<file path="config.mk">
export PLATFORM = sky130hd
export DESIGN_NAME = hc_dsm_writer_flat
export DESIGN_NICKNAME = d
export VERILOG_FILES = /design/src/rtl/hc_dsm_writer_pkg.sv /design/src/rtl/hc_dsm_writer_if.sv /design/src/rtl/hc_dsm_writer_sat_counter.sv /design/src/rtl/hc_dsm_writer.sv /design/src/flat_wrapper.sv
export SDC_FILE = /design/constraint.sdc
export NUM_CORES = 1
export LEC_CHECK = 0
export BUFFER_PORTS_ARGS = -buffer_cell sky130_fd_sc_hd__buf_2
export CORE_AREA = 2 2 262 264
export DETAILED_ROUTE_END_ITERATION = 8
export DIE_AREA = 0 0 264 266
export GPL_ROUTABILITY_DRIVEN = 0
export PLACE_DENSITY = 0.56
export RECOVER_POWER = 25
export SLEW_MARGIN = 0
export SYNTH_ARGS = -nofsm -noshare
export SYNTH_HDL_FRONTEND = slang
export SYNTH_SLANG_ARGS = --single-unit
</file>
<file path="constraint.sdc">
create_clock -name clk -period 3.48 [get_ports clk]
set_input_delay 0.696 -clock clk [delete_from_list [all_inputs] [get_ports clk]]
set_output_delay 0.696 -clock clk [all_outputs]
set_load 0.05 [all_outputs]
</file>
<file path="src/rtl/hc_dsm_writer_pkg.sv">
// Shared types for the DSM completion-status writer: trimmed CCI-P c1 types, FSM states, status record.
// Optional HC_DSM_STALL_CNT_EN adds a stall counter to the record (see hc_dsm_writer).
package hc_dsm_writer_pkg;

  localparam int unsigned HC_ADDR_W = 42;
  localparam int unsigned CL_DATA_W = 512;
  localparam int unsigned MDATA_W   = 16;
  localparam int unsigned REC_W     = 64;

  localparam logic [31:0] HC_DSM_MAGIC = 32'h4843_0001;

  typedef logic [HC_ADDR_W-1:0] t_hc_address;
  typedef logic [CL_DATA_W-1:0] t_ccip_clData;
  typedef logic [MDATA_W-1:0]   t_ccip_mdata;

  typedef enum logic [3:0] {
    eREQ_WRLINE_I = 4'h0,
    eREQ_WRLINE_M = 4'h1,
    eREQ_WRFENCE  = 4'h4
  } t_ccip_c1_req;

  typedef enum logic [1:0] {
    eVC_VA  = 2'h0,
    eVC_VL0 = 2'h1,
    eVC_VH0 = 2'h2,
    eVC_VH1 = 2'h3
  } t_ccip_vc;

  typedef enum logic [1:0] {
    eCL_LEN_1 = 2'h0,
    eCL_LEN_2 = 2'h1,
    eCL_LEN_4 = 2'h3
  } t_ccip_clLen;

  typedef struct packed {
    logic [5:0]   rsvd1;
    t_ccip_vc     vc_sel;
    logic         sop;
    logic         rsvd0;
    t_ccip_clLen  cl_len;
    t_ccip_c1_req req_type;
    t_hc_address  address;
    t_ccip_mdata  mdata;
  } t_ccip_c1_ReqMemHdr;

  typedef struct packed {
    t_ccip_vc    vc_used;
    logic        rsvd;
    logic        format;
    logic [1:0]  cl_num;
    logic [3:0]  resp_type;
    t_ccip_mdata mdata;
  } t_ccip_c1_RspMemHdr;

  typedef struct packed {
    t_ccip_c1_RspMemHdr hdr;
    logic               rspValid;
  } t_if_ccip_c1_Rx;

  typedef struct packed {
    logic           c0TxAlmFull;
    logic           c1TxAlmFull;
    t_if_ccip_c1_Rx c1;
  } t_if_ccip_Rx;

  typedef struct packed {
    t_ccip_c1_ReqMemHdr hdr;
    t_ccip_clData       data;
    logic               valid;
  } t_if_ccip_c1_Tx;

  typedef enum logic [1:0] {
    IDLE     = 2'd0,
    RUN      = 2'd1,
    REQ      = 2'd2,
    WAIT_RSP = 2'd3
  } t_hc_dsm_state;

  // Status record laid out MSB-first so bit 0 is the complete flag.
  typedef struct packed {
    logic [255:0]     rsvd_hi;
    logic [REC_W-1:0] stalls;
    logic [REC_W-1:0] runs;
    logic [REC_W-1:0] cycles;
    logic [31:0]      magic;
    logic [30:0]      rsvd_lo;
    logic             complete;
  } t_hc_dsm_record;

  function automatic t_ccip_clData hc_dsm_pack(input logic [REC_W-1:0] cycles,
                                               input logic [REC_W-1:0] runs,
                                               input logic [REC_W-1:0] stalls);
    t_hc_dsm_record rec;
    rec          = '0;
    rec.complete = 1'b1;
    rec.magic    = HC_DSM_MAGIC;
    rec.cycles   = cycles;
    rec.runs     = runs;
    rec.stalls   = stalls;
    return CL_DATA_W'(rec);
  endfunction

endpackage

</file>
<file path="src/rtl/hc_dsm_writer_if.sv">
// CCI-P c1 write path between the DSM writer (master) and the top-level c1 mux (slave).
interface hc_dsm_writer_if;
  import hc_dsm_writer_pkg::*;

  t_if_ccip_Rx    ccip_rx;
  t_if_ccip_c1_Tx ccip_c1_tx;
  logic           c1_grant;

  modport master (input ccip_rx, input c1_grant, output ccip_c1_tx);
  modport slave  (output ccip_rx, output c1_grant, input ccip_c1_tx);

endinterface

</file>
<file path="src/rtl/hc_dsm_writer_sat_counter.sv">
// Width-parameterised saturating up-counter with synchronous clear; exposes its next value.
module hc_dsm_writer_sat_counter #(
  parameter int unsigned WIDTH = 64
) (
  input  logic             clk,
  input  logic             reset,
  input  logic             clr,
  input  logic             en,
  output logic [WIDTH-1:0] count,
  output logic [WIDTH-1:0] next_c
);

  logic [WIDTH-1:0] count_q;
  logic [WIDTH-1:0] count_d;

  always_comb begin
    count_d = count_q;
    if (clr) begin
      count_d = '0;
    end else if (en && (count_q != {WIDTH{1'b1}})) begin
      count_d = count_q + WIDTH'(1);
    end
  end

  always_ff @(posedge clk) begin
    if (reset) begin
      count_q <= '0;
    end else begin
      count_q <= count_d;
    end
  end

  assign count  = count_q;
  assign next_c = count_d;

endmodule

</file>
<file path="src/rtl/hc_dsm_writer.sv">
// Times an accelerator run (start..finish) and posts a completion record to the DSM line, then pulses done.
// Define HC_DSM_STALL_CNT_EN to also record c1 back-pressure cycles in data[255:192].
module hc_dsm_writer
  import hc_dsm_writer_pkg::*;
#(
  parameter logic [15:0] MDATA_TAG = 16'hD5A0,
  parameter int unsigned CNT_WIDTH = 64
) (
  input  logic                   clk,
  input  logic                   reset,
  input  logic                   start,
  input  logic                   finish,
  input  t_hc_address            hc_dsm_base,
  hc_dsm_writer_if.master        bus,
  output logic                   busy,
  output logic                   done
);

  t_hc_dsm_state  state_q, state_d;
  t_if_ccip_c1_Tx tx_q, tx_d;
  t_if_ccip_c1_Tx new_req_c;
  logic [CNT_WIDTH-1:0] run_cnt_q, run_cnt_d;
  logic done_q, done_d;
  logic busy_q, busy_d;

  logic alm_full_c, rsp_match_c;
  logic cyc_clr_c, cyc_en_c;
  logic [CNT_WIDTH-1:0] cyc_cnt_q, cyc_nxt_c;
  logic [CNT_WIDTH-1:0] stall_cnt_q, stall_nxt_c;
  logic unused_c;

  assign alm_full_c  = bus.ccip_rx.c1TxAlmFull;
  assign rsp_match_c = bus.ccip_rx.c1.rspValid && (bus.ccip_rx.c1.hdr.mdata == MDATA_TAG);

  // A start clears the count unless a finish arrives in the same cycle (finish wins).
  assign cyc_clr_c = start && ((state_q == IDLE) || ((state_q == RUN) && !finish));
  assign cyc_en_c  = (state_q == RUN) && (finish || !start);

  hc_dsm_writer_sat_counter #(.WIDTH(CNT_WIDTH)) u_cycle_cnt (
    .clk    (clk),
    .reset  (reset),
    .clr    (cyc_clr_c),
    .en     (cyc_en_c),
    .count  (cyc_cnt_q),
    .next_c (cyc_nxt_c)
  );

`ifdef HC_DSM_STALL_CNT_EN
  logic stall_en_c;
  assign stall_en_c = (state_q == REQ) && (alm_full_c || (tx_q.valid && !bus.c1_grant));

  hc_dsm_writer_sat_counter #(.WIDTH(CNT_WIDTH)) u_stall_cnt (
    .clk    (clk),
    .reset  (reset),
    .clr    (cyc_clr_c),
    .en     (stall_en_c),
    .count  (stall_cnt_q),
    .next_c (stall_nxt_c)
  );
`else
  assign stall_cnt_q = '0;
  assign stall_nxt_c = '0;
`endif

  // Record is built from next-cycle counter values so the finish cycle itself is counted.
  always_comb begin
    new_req_c              = '0;
    new_req_c.hdr.vc_sel   = eVC_VA;
    new_req_c.hdr.sop      = 1'b1;
    new_req_c.hdr.cl_len   = eCL_LEN_1;
    new_req_c.hdr.req_type = eREQ_WRLINE_I;
    new_req_c.hdr.address  = hc_dsm_base;
    new_req_c.hdr.mdata    = MDATA_TAG;
    new_req_c.data         = hc_dsm_pack(REC_W'(cyc_nxt_c), REC_W'(run_cnt_q), REC_W'(stall_nxt_c));
    new_req_c.valid        = 1'b1;
  end

  always_comb begin
    state_d   = state_q;
    tx_d      = tx_q;
    run_cnt_d = run_cnt_q;
    done_d    = 1'b0;
    case (state_q)
      IDLE: begin
        if (start) begin
          state_d = RUN;
        end
      end
      RUN: begin
        if (finish) begin
          state_d = REQ;
          if (!alm_full_c) begin
            tx_d = new_req_c;
          end
        end
      end
      REQ: begin
        // Once raised, valid is held regardless of almFull until the mux grants it.
        if (tx_q.valid) begin
          if (bus.c1_grant) begin
            tx_d.valid = 1'b0;
            state_d    = WAIT_RSP;
          end
        end else if (!alm_full_c) begin
          tx_d = new_req_c;
        end
      end
      WAIT_RSP: begin
        if (rsp_match_c) begin
          run_cnt_d = run_cnt_q + CNT_WIDTH'(1);
          done_d    = 1'b1;
          state_d   = IDLE;
        end
      end
      default: state_d = IDLE;
    endcase
    busy_d = (state_d != IDLE);
  end

  always_ff @(posedge clk) begin
    if (reset) begin
      state_q   <= IDLE;
      tx_q      <= '0;
      run_cnt_q <= '0;
      done_q    <= 1'b0;
      busy_q    <= 1'b0;
    end else begin
      state_q   <= state_d;
      tx_q      <= tx_d;
      run_cnt_q <= run_cnt_d;
      done_q    <= done_d;
      busy_q    <= busy_d;
    end
  end

  assign bus.ccip_c1_tx = tx_q;
  assign busy           = busy_q;
  assign done           = done_q;

  // Rx fields owned by other consumers, plus counter outputs only read via their next value.
  assign unused_c = ^{bus.ccip_rx.c0TxAlmFull, bus.ccip_rx.c1.hdr, cyc_cnt_q, stall_cnt_q};

endmodule

</file>
<file path="src/flat_wrapper.sv">
// flat-port wrapper written by rule: the top's interface ports become plain ports
module hc_dsm_writer_flat import hc_dsm_writer_pkg::*;
#(
  parameter logic [15:0] MDATA_TAG = 16'hD5A0,
  parameter int unsigned CNT_WIDTH = 64
)
  (clk, reset, start, finish, hc_dsm_base, busy, done, bus_ccip_rx, bus_c1_grant, bus_ccip_c1_tx);
  hc_dsm_writer_if bus_i ();
  input  logic clk;
  input  logic reset;
  input  logic start;
  input  logic finish;
  input  t_hc_address hc_dsm_base;
  output logic busy;
  output logic done;
  input wire logic [$bits(bus_i.ccip_rx)-1:0] bus_ccip_rx;
  input wire logic [$bits(bus_i.c1_grant)-1:0] bus_c1_grant;
  output wire logic [$bits(bus_i.ccip_c1_tx)-1:0] bus_ccip_c1_tx;
  assign bus_i.ccip_rx = bus_ccip_rx;
  assign bus_i.c1_grant = bus_c1_grant;
  assign bus_ccip_c1_tx = bus_i.ccip_c1_tx;
  hc_dsm_writer #(.MDATA_TAG(MDATA_TAG), .CNT_WIDTH(CNT_WIDTH)) u_core (.clk(clk), .reset(reset), .start(start), .finish(finish), .hc_dsm_base(hc_dsm_base), .bus(bus_i), .busy(busy), .done(done));
endmodule
</file>
==> flow_summary.ini, run 1 <==
[status]
status = finished clean

[setup_path]
reg2reg_setup_slack_ns = 0.40
crit_type = flop to flop
critPathCaptureType = flop
worstReg2RegEnd = u_core.bus.ccip_c1_tx[102]$_SDFFE_PP0P_
r2r_cells = 7
critPathMaxFanout = 15
setup.worst_path.start_class = flop
r2r-start = u_core.u_cycle_cnt.count[21]$_SDFF_PP0_
required_ns = 3.95
arrival_ns = 3.56

[die]
rows = 96
die_h_um = 266
core-area_mm2 = 0.06775
fp.dieArea_mm2 = 0.07022
io_pins = 665
die_w_um = 264
start_util = 0.2318

[detailed_routing]
route.vias.total = 12561
routed-wl-met2_um = 20780
drt-met1-wl_um = 19260
avgRoutedWirePerCell_um = 13.95
via_per_inst = 4.051
top_layer = met5
wl_um = 43260
met3_length_um = 2379
final_antenna_net_count = 0
drtIter0Drc = 788
drt-pass1-iter-count = 7
drt_drc_violations_left = 0

[pwr]
powerDensity_mw_per_mm2 = 502.5
swShare = 0.3247
peakVddDrop_v = 0.0002982
pwr-share-seq = 0.400
p_sw_mw = 2.865
p_leak_nw = 6.624
clkPwrFrac = 0.444
comb_power_share = 0.156
p_int_mw = 5.959

[sta]
skew_ns = 0.02977
slew_violations = 0
fin_crit_ns = 3.083
min_period_over_period = 0.8860
fin_tns_setup_ns = 0
setup_viol = 0
worst_slack_ns = 0.3966
slew_headroom = 0.3514
hold_slack_ns = 0.3736
worst_pin_slew_ns = 0.9728
max_freq_ghz = 0.3243
rsz0062_at_grt = no
finalHoldViolCount = 0

[logic_synthesis]
yosysTopAreaCellShare = 0.3875
ys_seq_elements = 304
synth-edff-count = 0
synthesis.area_per_instance_um2 = 7.968
syn_area_mm2 = 0.01571
synth_cell_type_count = 53
async_flop_share = 0
yosysTopAreaCell = dfxtp_1
synth.area.top_cells = dfxtp_1 (39%), buf_4 (20%), nand2_1 (7.7%)
seq_area_frac_synth = 0.3875
synth_commonest_cells = buf_4 (415), nand2_1 (322), dfxtp_1 (304)
yosysMostFrequentCell = buf_4
synthCells = 1971
yosys_warnings = 0
ys.flop_type = dfxtp_1

[grt]
overflow = 0
grt_pass1_wl_um = 64070
grt_max_degree = 174
grt_usage = 0.1148
antenna_found_initial = 4
grt_pass1_vias = 10875

[placement]
hpwlAfterDp_um = 31150
placed_area_mm2 = 0.01648
port_buffers = 252
post-place-ws_ns = 0.4173

[run]
drv_cap = 0

[clock_network]
postCtsSetupRepairBufs = 0
cts_hold_buf = 0
cts-root-buf = clkbuf_16
htreeDepth = 2
clockBufferDepth = 3
clkSlewWorstSetupHoldPaths_ns = 0.06
insertion_delay_ns = 0.55
cts_tree = yes
cts.sinks = 304
cts_resized = 0
cts_inserted_buffers = 37

[worst_hold_path]
holdPathStages = 3
hold_start = hc_dsm_base[23]
hold_path_class = primary input to flop
hold_end = u_core.bus.ccip_c1_tx[552]$_SDFFE_PP0P_

[final_layout]
drive_gt1_frac = 0.1114
fin_area_mm2 = 0.01756
synthToLayoutAreaGrowth_pct = 11.81
num-nets-final = 2270
n_fill_cell = 7611
-- layout make-up --
class,count,area [um^2],share of cell area
diodes,1,2.502,0.0001425
well taps,882,1104,0.06285
clock buffers,53,1107,0.06306
inverters,17,63.81,0.003634
repair buffers,295,1481,0.08437
clock inverters,12,128.9,0.007339
multi-input cells,1537,7586,0.4320
flip-flops and latches,304,6086,0.3466
-- cell families after synthesis --
family	Yosys count	share of synthesized area
and+or+nand+nor	755	0.2294
buffers and inverters	530	0.2268
DFF	304	0.3875
AOI/OAI and AO/OA	280	0.09887
xor gates and xnor gates	96	0.05354
muxes	3	0.001992
adders and majority gates	2	0.001593
other	1	0.0002388
-- placed cells by master (no fill, tap or decap), drive strengths merged, types with 7 or more instances in the layout --
master	count
a21oi	145
and2	10
and3	20
and4	14
buf	172
clkbuf	176
clkinv	7
conb	401
dfxtp	304
inv	17
nand2	322
nand3	62
nand4	46
nor2	128
nor3	38
nor4	32
o211ai	16
o21ai	88
or3	36
or4	19
xnor2	52
xor2	44
-- registers in the layout, summed over array words and instances (netlist names) --
register / cells
u_core.run_cnt_q: 64
u_core.state_q: 2
u_core.bus.ccip_c1_tx: 172
u_core.u_cycle_cnt.count: 64
u_core.busy: 1
u_core.done: 1
-- worst max path at each step --
stage,startpoint,endpoint,depth (start not counted)
floorplan,bus_ccip_rx[2],u_core.run_cnt_q[63]$_SDFFE_PP0P_,7
global placement,finish,u_core.bus.ccip_c1_tx[100]$_SDFFE_PP0P_,8
detailed placement,finish,u_core.bus.ccip_c1_tx[102]$_SDFFE_PP0P_,8
CTS,u_core.u_cycle_cnt.count[21]$_SDFF_PP0_,u_core.bus.ccip_c1_tx[102]$_SDFFE_PP0P_,7
global route,u_core.u_cycle_cnt.count[21]$_SDFF_PP0_,u_core.bus.ccip_c1_tx[100]$_SDFFE_PP0P_,7
finish,u_core.u_cycle_cnt.count[21]$_SDFF_PP0_,u_core.bus.ccip_c1_tx[102]$_SDFFE_PP0P_,7
-- stage by stage --
stage | power [mW] | instances | utilization
CTS | 8.974 | 3100 | 0.2615
finish | 8.824 | 3101 | 0.2592
global placement | 4.980 | 3035 | 0.2433
detailed placement | 4.980 | 3035 | 0.2433
global route | 9.181 | 3100 | 0.2592
floorplan | 5.191 | 2371 | -
-- critical path: stages, from the launching register on --
cell and delay, ns:
dfxtp_1 0.46, nand4_4 0.19, or4_1 0.60, or4_4 0.48, a21o_1 0.43, buf_4 0.28
or4_1 0.46, nand3_1 0.09
-- power groups by stage --
| stage | Sequential [mW] | Combinational, mW | Clock (mW) |
|---|---|---|---|
| after global routing | 3.53 | 1.44 | 4.22 |
| final | 3.53 | 1.38 | 3.92 |
| after floorplan | 3.69 | 1.50 | 0 |
| after global placement | 3.60 | 1.38 | 0 |
| after detailed placement | 3.60 | 1.38 | 0 |
| after CTS | 3.53 | 1.38 | 4.07 |
-- per-layer routing --
| layer | vias to the layer above | GRT usage |
|---|---|---|
| li1 | 6264 | - |
| met1 | 5879 | 0.1515 |
| met2 | 361 | 0.1892 |
| met3 | 55 | 0.02357 |
| met4 | 2 | 0.03240 |
| met5 | - | 0 |
Power figures use the tool's default switching activity.
==> inputs of run 2 (changes only) <==
- CORE_AREA: 2 2 262 264 -> 2 2 260 262
- DIE_AREA: 0 0 264 266 -> 0 0 262 264
- PLACE_DENSITY: 0.56 -> 0.58
- SYNTH_HIERARCHICAL: not set -> 1
==> run 2 against run 1 <==
Worst hold slack gained 0.014 ns. Global-route usage is 0.24 points higher. Register-to-register slack improved by 0.15 ns. Via count rose by 8.4%. Die area is 1.5% lower. Sequential power about the same. Total power is 3.8% higher. Largest power group unchanged.
==> flow_summary.ini, run 2 <==
[die]
rows = 95
fp.dieArea_mm2 = 0.06917
start_util = 0.2467
io_pins = 665
core-area_mm2 = 0.06656
die_w_um = 262
die_h_um = 264

[logic_synthesis]
synth.area.top_cells = dfxtp_1 (37%), buf_4 (19%), nand2_1 (9.2%)
async_flop_share = 0
synth_commonest_cells = buf_4 (415), nand2_1 (403), dfxtp_1 (304)
synth_cell_type_count = 58
synth-edff-count = 0
yosysMostFrequentCell = buf_4
yosysTopAreaCellShare = 0.3707
ys.flop_type = dfxtp_1
yosys_warnings = 6
seq_area_frac_synth = 0.3707
yosysTopAreaCell = dfxtp_1
syn_area_mm2 = 0.01642
synthCells = 2123
ys_seq_elements = 304
synthesis.area_per_instance_um2 = 7.734

[clock_network]
cts_inserted_buffers = 38
cts_hold_buf = 0
clockBufferDepth = 3
cts-root-buf = clkbuf_16
clkSlewWorstSetupHoldPaths_ns = 0.06
cts_tree = yes
insertion_delay_ns = 0.56
htreeDepth = 2
postCtsSetupRepairBufs = 0
cts.sinks = 304
cts_resized = 0

[sta]
slew_headroom = 0.1419
skew_ns = 0.02948
setup_viol = 0
worst_pin_slew_ns = 1.287
finalHoldViolCount = 0
rsz0062_at_grt = no
max_freq_ghz = 0.3412
fin_crit_ns = 2.931
slew_violations = 0
min_period_over_period = 0.8423
fin_tns_setup_ns = 0

[final_layout]
synthToLayoutAreaGrowth_pct = 11.70
final_core_util = 0.2755
final_cell_mix = nand2_1 (403), conb_1 (401), dfxtp_1 (304)
drive_gt1_frac = 0.1182
largest_register_ffs = 172
num-nets-final = 2416
layout_commonest_cell = nand2_1
n_fill_cell = 7351
n_antenna_cell = 0

[grt]
grt_max_degree = 101
grt_pass1_vias = 11793
grt_usage = 0.1172
antenna_found_initial = 0
grt_pass1_wl_um = 65610
overflow = 0

[pwr]
pwr-share-seq = 0.385
p_sw_mw = 3.006
p_leak_nw = 6.874
power_mw = 9.159
clkPwrFrac = 0.455
swShare = 0.3282
powerDensity_mw_per_mm2 = 499.4
comb_power_share = 0.160
p_int_mw = 6.153
peakVddDrop_v = 0.0002709

[setup_path]
critPathMaxStageDelay_ns = 0.66
required_ns = 3.90
crit_path_frequent_cell = or4_4
slowest_stage = or4_4
critPathCaptureType = flop
crit_chain = nand4_1, or4_4, or4_4, nor2_2, nand2b_1, mux2_1, nand2_1, a21oi_1
critPathMaxFanout = 11
setup.worst_path.start_class = flop
arrival_ns = 3.35
crit_type = flop to flop

[status]
status = finished clean

[detailed_routing]
drt_drc_violations_left = 0
via_per_inst = 4.200
avgRoutedWirePerCell_um = 13.36
wl_um = 43290
route.vias.total = 13613
drt-pass1-iter-count = 6
drtIter0Drc = 695
final_antenna_net_count = 0

[run]
drv_cap = 0

[placement]
hpwlAfterDp_um = 30890
port_buffers = 252

[worst_hold_path]
hold_path_class = primary input to flop
-- run 2: kinds of logic (layout without fill, tap and decap cells) --
family / count (synthesis) / after routing / synth area share
multiplexers: 23 / 23 / 0.01547
adder cells (fa/ha/maj): 2 / 2 / 0.001524
AND/OR/NAND/NOR: 869 / 869 / 0.2519
other: 1 / 401 / 0.0002284
AO/OA/AOI/OAI: 332 / 332 / 0.1099
XOR/XNOR: 58 / 58 / 0.03140
buffers and inverters: 534 / 379 / 0.2189
flip-flops: 304 / 304 / 0.3707
-- run 2: power groups by stage --
stage	combinational [mW]	sequential (mW)	clock [mW]
2_1_floorplan	1.57	3.69	0
3_3_place_gp	1.47	3.60	0
3_5_place_dp	1.47	3.60	0
4_1_cts	1.47	3.53	4.32
5_1_grt	1.53	3.53	4.44
6_report	1.46	3.53	4.17
-- run 2: worst max-delay path, delay by kind of cell, from the launching register on --
family / cells / cell delay (ns)
muxes: 1 / 0.38
DFF: 1 / 0.44
AOI/OAI and AO/OA: 1 / 0.06
and+or+nand+nor: 6 / 1.90
-- run 2: worst paths after layout --
check | startpoint | to | slack [ns] | cells after the start
max | u_core/u_cycle_cnt/count[25]$_SDFF_PP0_ | u_core/bus.ccip_c1_tx[126]$_SDFFE_PP0P_ | 0.55 | 8
min | hc_dsm_base[36] | u_core/bus.ccip_c1_tx[565]$_SDFFE_PP0P_ | 0.39 | 3
max reg2reg | u_core/u_cycle_cnt/count[25]$_SDFF_PP0_ | u_core/bus.ccip_c1_tx[126]$_SDFFE_PP0P_ | 0.55 | 8
min reg2reg | u_core/bus.ccip_c1_tx[70]$_SDFFE_PP0P_ | u_core/bus.ccip_c1_tx[70]$_SDFFE_PP0P_ | 0.45 | 2
-- run 2: layout make-up --
cell class / count / area, um^2 / area share
Tap cell: 873 / 1092 / 0.05956
Timing Repair Buffer: 295 / 1519 / 0.08283
Inverter: 14 / 52.55 / 0.002866
Clock buffer: 55 / 1105 / 0.06024
Sequential cell: 304 / 6086 / 0.3319
Multi-Input combinational cell: 1685 / 8255 / 0.4502
Clock inverter: 15 / 229.0 / 0.01249
-- run 2: layer usage --
layer  wire length [um]  part of all wire  global-route usage
met4                676             0.016             0.03069
met3               2655             0.061             0.02399
met2              20720              0.48              0.1925
met5                  0                 0                   0
met1              19240              0.44              0.1554
-- run 2: stage by stage --
stage / hold WS [ns] / instances / area, um^2 / worst slack [ns]
finish: 0.3880 / 3241 / 18340 / 0.5487
CTS: 0.3381 / 3241 / 18500 / 0.5686
global route: 0.3590 / 3241 / 18340 / 0.3670
global placement: 0.4409 / 3171 / 17160 / 0.4437
detailed placement: 0.4432 / 3171 / 17160 / 0.4149
floorplan: 0.4402 / 2523 / 17920 / 0.7013
